**config.mk**
```make
export PLATFORM = sky130hd
export DESIGN_NAME = wr_ptr_gray_full_flat
export DESIGN_NICKNAME = d
export VERILOG_FILES = /design/src/rtl/wr_ptr_gray_full_if.sv /design/src/rtl/wr_ptr_gray_full.sv /design/src/flat_wrapper.sv
export SDC_FILE = /design/constraint.sdc
export NUM_CORES = 1
export LEC_CHECK = 0
export ABC_CLOCK_PERIOD_IN_PS = 4700
export CAP_MARGIN = 25
export CORE_UTILIZATION = 40
export DETAILED_ROUTE_END_ITERATION = 10
export PLACE_DENSITY_LB_ADDON = 0.05
export SYNTH_ARGS = -nofsm -noshare
export SYNTH_HDL_FRONTEND = slang
export SYNTH_SLANG_ARGS = --single-unit
```
**constraint.sdc**
```tcl
create_clock -name wclk -period 4.7 [get_ports wclk]
set_input_delay 0.94 -clock wclk [delete_from_list [all_inputs] [get_ports wclk]]
set_output_delay 0.94 -clock wclk [all_outputs]
set_load 0.005 [all_outputs]
```
**src/rtl/wr_ptr_gray_full_if.sv**
```systemverilog
// Write-side pointer bus between the write client (master) and wr_ptr_gray_full (slave).
// Carries the write request, the synchronised read pointer, and the flags and level.
interface wr_ptr_gray_full_if #(
  parameter int unsigned pointer_width = 4
);
  logic                     winc;
  logic [pointer_width-1:0] wq2_rptr;
  logic [pointer_width-2:0] waddr;
  logic [pointer_width-1:0] gray_wptr;
  logic                     wfull;
  logic                     walmost_full;
  logic [pointer_width-1:0] wlevel;
  logic                     wovf;

  modport master (
    output winc,
    output wq2_rptr,
    input  waddr,
    input  gray_wptr,
    input  wfull,
    input  walmost_full,
    input  wlevel,
    input  wovf
  );

  modport slave (
    input  winc,
    input  wq2_rptr,
    output waddr,
    output gray_wptr,
    output wfull,
    output walmost_full,
    output wlevel,
    output wovf
  );
endinterface

```
**src/rtl/wr_ptr_gray_full.sv**
```systemverilog
// Async-FIFO write pointer stage: binary/Gray write pointer, full, almost-full and level.
// Define FIFO_WOVF_EN to build the sticky overflow flag; otherwise wovf is tied low.
module wr_ptr_gray_full #(
  parameter int unsigned pointer_width = 4,
  parameter int unsigned AF_MARGIN     = 2
) (
  input logic               wclk,
  input logic               wrst_n,
  wr_ptr_gray_full_if.slave bus
);

  localparam int unsigned Depth = 2 ** (pointer_width - 1);
  localparam logic [pointer_width-1:0] AfThresh = pointer_width'(Depth - AF_MARGIN);

  logic [pointer_width-1:0] r_wbin;
  logic [pointer_width-1:0] r_gray_wptr;
  logic                     r_wfull;
  logic                     r_walmost_full;
  logic [pointer_width-1:0] r_wlevel;

  logic                     w_wacc;
  logic [pointer_width-1:0] w_wbin_next;
  logic [pointer_width-1:0] w_wgray_next;
  logic [pointer_width-1:0] w_rbin_sync;
  logic [pointer_width-1:0] w_full_ptr;
  logic [pointer_width-1:0] w_level_next;

  always_comb begin
    w_wacc       = bus.winc & ~r_wfull;
    w_wbin_next  = r_wbin + pointer_width'(w_wacc);
    w_wgray_next = (w_wbin_next >> 1) ^ w_wbin_next;
    // Gray-to-binary: each binary bit is the XOR of all Gray bits at or above it.
    for (int i = 0; i < int'(pointer_width); i++) begin
      w_rbin_sync[i] = ^(bus.wq2_rptr >> i);
    end
    // Full when the write pointer is one lap ahead: top two Gray bits inverted.
    w_full_ptr   = {~bus.wq2_rptr[pointer_width-1:pointer_width-2],
                    bus.wq2_rptr[pointer_width-3:0]};
    w_level_next = w_wbin_next - w_rbin_sync;
  end

  always_ff @(posedge wclk) begin
    if (!wrst_n) begin
      r_wbin         <= '0;
      r_gray_wptr    <= '0;
      r_wfull        <= 1'b0;
      r_walmost_full <= 1'b0;
      r_wlevel       <= '0;
    end else begin
      r_wbin         <= w_wbin_next;
      r_gray_wptr    <= w_wgray_next;
      r_wfull        <= (w_wgray_next == w_full_ptr);
      r_walmost_full <= (w_level_next >= AfThresh);
      r_wlevel       <= w_level_next;
    end
  end

`ifdef FIFO_WOVF_EN
  logic r_wovf;

  always_ff @(posedge wclk) begin
    if (!wrst_n) begin
      r_wovf <= 1'b0;
    end else begin
      r_wovf <= r_wovf | (bus.winc & r_wfull);
    end
  end

  assign bus.wovf = r_wovf;
`else
  assign bus.wovf = 1'b0;
`endif

  assign bus.waddr        = r_wbin[pointer_width-2:0];
  assign bus.gray_wptr    = r_gray_wptr;
  assign bus.wfull        = r_wfull;
  assign bus.walmost_full = r_walmost_full;
  assign bus.wlevel       = r_wlevel;

endmodule

```
**src/flat_wrapper.sv**
```systemverilog
// flat-port wrapper written by rule: the top's interface ports become plain ports
module wr_ptr_gray_full_flat 
#(
  parameter int unsigned pointer_width = 4,
  parameter int unsigned AF_MARGIN     = 2
)
  (wclk, wrst_n, bus_winc, bus_wq2_rptr, bus_waddr, bus_gray_wptr, bus_wfull, bus_walmost_full, bus_wlevel, bus_wovf);
  wr_ptr_gray_full_if #(.pointer_width(pointer_width)) bus_i ();
  input logic wclk;
  input logic wrst_n;
  input wire logic [$bits(bus_i.winc)-1:0] bus_winc;
  input wire logic [$bits(bus_i.wq2_rptr)-1:0] bus_wq2_rptr;
  output wire logic [$bits(bus_i.waddr)-1:0] bus_waddr;
  output wire logic [$bits(bus_i.gray_wptr)-1:0] bus_gray_wptr;
  output wire logic [$bits(bus_i.wfull)-1:0] bus_wfull;
  output wire logic [$bits(bus_i.walmost_full)-1:0] bus_walmost_full;
  output wire logic [$bits(bus_i.wlevel)-1:0] bus_wlevel;
  output wire logic [$bits(bus_i.wovf)-1:0] bus_wovf;
  assign bus_i.winc = bus_winc;
  assign bus_i.wq2_rptr = bus_wq2_rptr;
  assign bus_waddr = bus_i.waddr;
  assign bus_gray_wptr = bus_i.gray_wptr;
  assign bus_wfull = bus_i.wfull;
  assign bus_walmost_full = bus_i.walmost_full;
  assign bus_wlevel = bus_i.wlevel;
  assign bus_wovf = bus_i.wovf;
  wr_ptr_gray_full #(.pointer_width(pointer_width), .AF_MARGIN(AF_MARGIN)) u_core (.wclk(wclk), .wrst_n(wrst_n), .bus(bus_i));
endmodule
```
# After elaboration in Yosys (flattened, before gate mapping)
# Cells that the tools add are included.
word_totals:
  reg_bits: 14
  inputBits: 7
  output_inout_bits: 14
  wordCells: 17
classes:
  addsub: 2
  magnitude_cmp: 1
  eq_ne: 1
  bitwise: 4
  n_reduce_logical: 4
op_table:
  columns: ["cell", "n"]
  rows:
  - ["$reduce_xor 4->1", 4]
  - ["$add 4x1->4", 1]
  - ["$eq 4x4->1", 1]
  - ["$ge 4x3->1 const B", 1]
  - ["$sub 4x4->4", 1]
  - ["$xor 3x4->4", 1]
  - ["$not 2->2", 1]
  - ["$and 1x1->1", 1]
  - ["$not 1->1", 1]

# Logic depth before layout (Yosys ltp)
logic_depth:
  depth_word: 5
  ltp_mapped: 9
  mapped_depth_nobuf: 9

# Worst setup path before layout
# OpenSTA, ideal clock, no wires.
synth_path:
  kind: "in2reg"
  startpoint: "input port bus_winc"
  endpoint: "register u_core.r_walmost_full (netlist: u_core.bus.walmost_full)"
  setup_time_ns: 0.117
  arrival_ns: 2.601
  required_ns: 4.583
  slack_ns: 1.982
  path_stages: 9
  n_path_buf: 0
  path_cell_list: "nor2b_1 ha_1 ha_1 xor2_1 ha_1 a21oi_1 o21ai_0 xor2_1 a22o_1"
synth_between:
  elab_chain_cells: 4
synth_rtl:
  columns: ["item", "line_no", "text"]
  rows:
  - ["from (decl)", "flat_wrapper.sv:11", "input wire logic [$bits(bus_i.winc)-1:0] bus_winc;"]
  - ["$and 1x1->1", "wr_ptr_gray_full.sv:29", "w_wacc = bus.winc & ~r_wfull;"]
  - ["$add 4x1->4", "wr_ptr_gray_full.sv:30", "w_wbin_next = r_wbin + pointer_width'(w_wacc);"]
  - ["via u_core.w_wbin_next[2]", "wr_ptr_gray_full.sv:22", "logic [pointer_width-1:0] w_wbin_next;"]
  - ["$sub 4x4->4", "wr_ptr_gray_full.sv:39", "w_level_next = w_wbin_next - w_rbin_sync;"]
  - ["$ge 4x3->1", "wr_ptr_gray_full.sv:53", "r_walmost_full <= (w_level_next >= AfThresh);"]
  - ["to (signal assigned)", "wr_ptr_gray_full.sv:53", null]
  - ["to (decl)", "wr_ptr_gray_full.sv:18", "logic r_walmost_full;"]
# The timed path passes the listed nets, and every way through them passes these cells.
# A chain may end at the register's enable or synchronous reset.

# Final worst setup path
# Ends and elaborated chain as after synthesis.

==> run_results.csv <==
group,metric,value,unit
placed_design,final_hpwl_from_detailed_placement,856,µm
route,vias,442,
route,detail_route.drc_violations,0,
sta,fin_crit_sh,0.649,
worst_setup_path,required,4.87,ns
yosys,netlist-cell-type-count,19,
sta,hold_ws,0.624,ns
placed_design,pre_cts_slack,1.40,ns
cts,tritoncts,"done",
yosys,synthesis.yosys.warnings,0,
power,power_per_cell_area,362,mW/mm²
sta,setup_viol,0,
cells_and_area,layout_net_count,98,
worst_setup_path,reg2reg_from,"u_core.bus.wfull",
min_path,hold_class,"flip-flop to flip-flop",
yosys,async_reset_ff_frac,0,
cts,clock-sinks,13,
worst_setup_path,timing.reg2reg.setup_slack,2.46,ns
power,static-leakage-power,0.370,nW
grt,grt_use_total,0.147,
power,vdd_ir_drop_max,0.000185,V
grt,globalRoute.busiestLayer,"met2",
power,netSwitchingPower,0.0871,mW
run_status,run_status,"finished, final reports clean",
power,p_comb_frac,0.349,
floorplanning,fp-row-count,13,
cts,clock_transition_at_path_regs,0.08,ns
yosys,synthMostInstantiatedCell,"dfxtp_1",
grt,met3_usage,0.0304,
floorplanning,pin_count,21,
power,portion_of_total_power_attributed_to_sequential_cells,0.427,
yosys,synth.area.top_cells,"dfxtp_1, xnor2_1, ha_1",
floorplanning,dieArea,0.00174,mm²
sta,setup_tns,0,ns
grt,grt_first_pass_wirelength,1870,µm
yosys,synth_sequential_area_ratio,0.414,
floorplanning,placeableCoreArea,0.00138,mm²
route,routedWlPerCell,11.1,µm
worst_setup_path,worst-setup-path-type,"primary input to flip-flop",
cts,holdBufCountCts,0,
grt,grt_max_degree,8,
min_path,hold_path_startpoint,"u_core.bus.gray_wptr[3]",
grt,grt_pass1_vias,423,
floorplanning,initial_util,0.455,
route,vias_per_cell,4.46,
route,detailedRoute.firstPassIterationCount,2,
min_path,hold_path_depth,2,
sta,rsz0062_at_grt,"false",
yosys,synth.top_cell.area_share,0.414,
grt,grtUsageMet1,0.201,
grt,grt.overflow.total,0,
route,final_antenna_net_count,0,
cells_and_area,flow.area_growth_from_synthesis,36.2,%
min_path,whs_endpoint,"u_core.bus.gray_wptr[3]",
cells_and_area,drive_above_1_share,0.0595,
worst_setup_path,reg2reg_to,"u_core.bus.walmost_full",
power,fraction_of_power_spent_switching_nets,0.281,
yosys,postSynthCellCount,62,
placed_design,place_congestion,0.848,
cts,cts-root-buf,"clkbuf_4",
placed_design,portBuffers,19,
worst_setup_path,critPathLaunchType,"primary input",
yosys,syn_nets,75,
yosys,synthesis.area,629,µm²
placed_design,place_area,831,µm²
route,finalWirelength,1100,µm
cts,clock_path_buffers,2,
cts,cts_buf_count,3,
worst_setup_path,arrival,3.22,ns
worst_setup_path,r2r_cells,9,
run,timing.max_cap.violations,0,
worst_setup_path,critPathLaunch,"bus_winc",
power,total_power,0.310,mW
cts,clock_latency,0.27,ns
worst_setup_path,timing.critical_path.fanout_max,3,
yosys,ys_seq_elements,13,
sta,fmax,328,MHz
power,clock_power_share,0.224,
sta,final_hold_viol_count,0,
yosys,synthFlopType,"dfxtp_1",
route,detail_route.iter0.violations,3,
floorplanning,die_h,41.7,µm
cts,post_cts.resized_instances,0,
grt,globalRouteMet2Util,0.206,
grt,antenna_violations_before_repair,0,
yosys,post-synth-top-area-cell,"dfxtp_1",
cells_and_area,stdcell_area,857,µm²
power,power_report.internal_total,0.223,mW
yosys,synthTopCellsByCount,"dfxtp_1, xnor2_1, nor2_1",
sta,layout_setup_ws,1.65,ns
sta,fin_skew,0.00706,ns
cells_and_area,antenna_cells_inserted,0,
floorplanning,dieWidth,41.7,µm
yosys,synth-edff-count,0,
cts,cts.htree.levels,1,
sta,timing.final.crit_period,3.05,ns
worst_setup_path,critical_path_endpoint_category,"flip-flop",
cts,post-cts-setup-buffer-count,0,
sta,final-max-slew-violation-count,0,
yosys,syn-mean-instance-area,10.2,µm²
sequential cells by signal (all words and copies together), names as in the netlist:
register / flops
u_core.r_wbin: 3
u_core.bus.wlevel: 4
u_core.bus.gray_wptr: 4
u_core.bus.wfull: 1
u_core.bus.walmost_full: 1
metrics by stage:
step / utilization / cells
floorplan: - / 62
detailed placement: 0.601 / 95
global route: 0.620 / 99
CTS: 0.620 / 99
finish: 0.620 / 99
global placement: 0.601 / 95
power groups by stage:
stage	registers [mW]	logic, mW	clock network [mW]
2_1_floorplan	0.138	0.0576	0
3_3_place_gp	0.135	0.109	0
3_5_place_dp	0.135	0.110	0
4_1_cts	0.132	0.110	0.0719
5_1_grt	0.134	0.122	0.0759
6_report	0.132	0.108	0.0696
worst max-delay path, cell delays in order:
cell and delay [ns]:
clkdlybuf4s50_1 0.45, nor2b_1 0.13, ha_1 0.23, ha_1 0.22, xor2_1 0.27, ha_1 0.32, a21oi_1 0.16, o21ai_0 0.11
xor2_1 0.16, a22o_1 0.24
placed cells by master (no fill, tap or decap):
cell             Yosys  routed
clkbuf_1             0       1
o21ai_0              1       1
xor2_1               6       6
inv_1                5       5
clkdlybuf4s50_1      0      19
xnor2_2              1       1
a21oi_1              1       1
nand2_1              2       2
dfxtp_1             13      13
ha_1                 5       5
and2_1               4       4
fa_1                 1       1
nor4_2               1       1
xnor2_1              9       9
nor2_1               7       7
nor2b_1              1       1
a22o_1               1       1
conb_1               1       1
a21boi_1             1       1
clkbuf_4             0       3
nand3_1              1       1
logic make-up (layout without fill, tap and decap cells):
kind of cell / count (synthesis) / count (layout) / synth area share
other cells: 1 / 1 / 0.00596
buf+inv: 6 / 28 / 0.0418
simple gates: 16 / 16 / 0.131
compound gates: 4 / 4 / 0.0417
flops: 13 / 13 / 0.414
xor+xnor: 16 / 16 / 0.235
fa+ha+maj: 6 / 6 / 0.131
how the worst max path moves through the flow:
stage,to,slack (ns),depth (start not counted)
CTS,u_core.bus.walmost_full,1.68,10
finish,u_core.bus.walmost_full,1.65,10
detailed placement,u_core.bus.walmost_full,1.40,10
global route,u_core.bus.walmost_full,1.49,10
global placement,u_core.bus.walmost_full,1.44,10
floorplan,u_core.bus.walmost_full,1.98,9
area by class of cell:
type / count / area (µm²)
Fill cell: 112 / 526
Multi-Input combinational cell: 43 / 343
Sequential cell: 13 / 260
Timing Repair Buffer: 19 / 190
Clock buffer: 4 / 26.3
Inverter: 5 / 18.8
Tap cell: 15 / 18.8
per-layer routing:
layer  wire [µm]  part of all wire  up-vias
met5           0                 0        -
met4          25             0.023        0
met3          48             0.044        4
met2         492              0.45       11
met1         529              0.48      190
li1            -                 -      237
(Power assumes the default switching activity.)
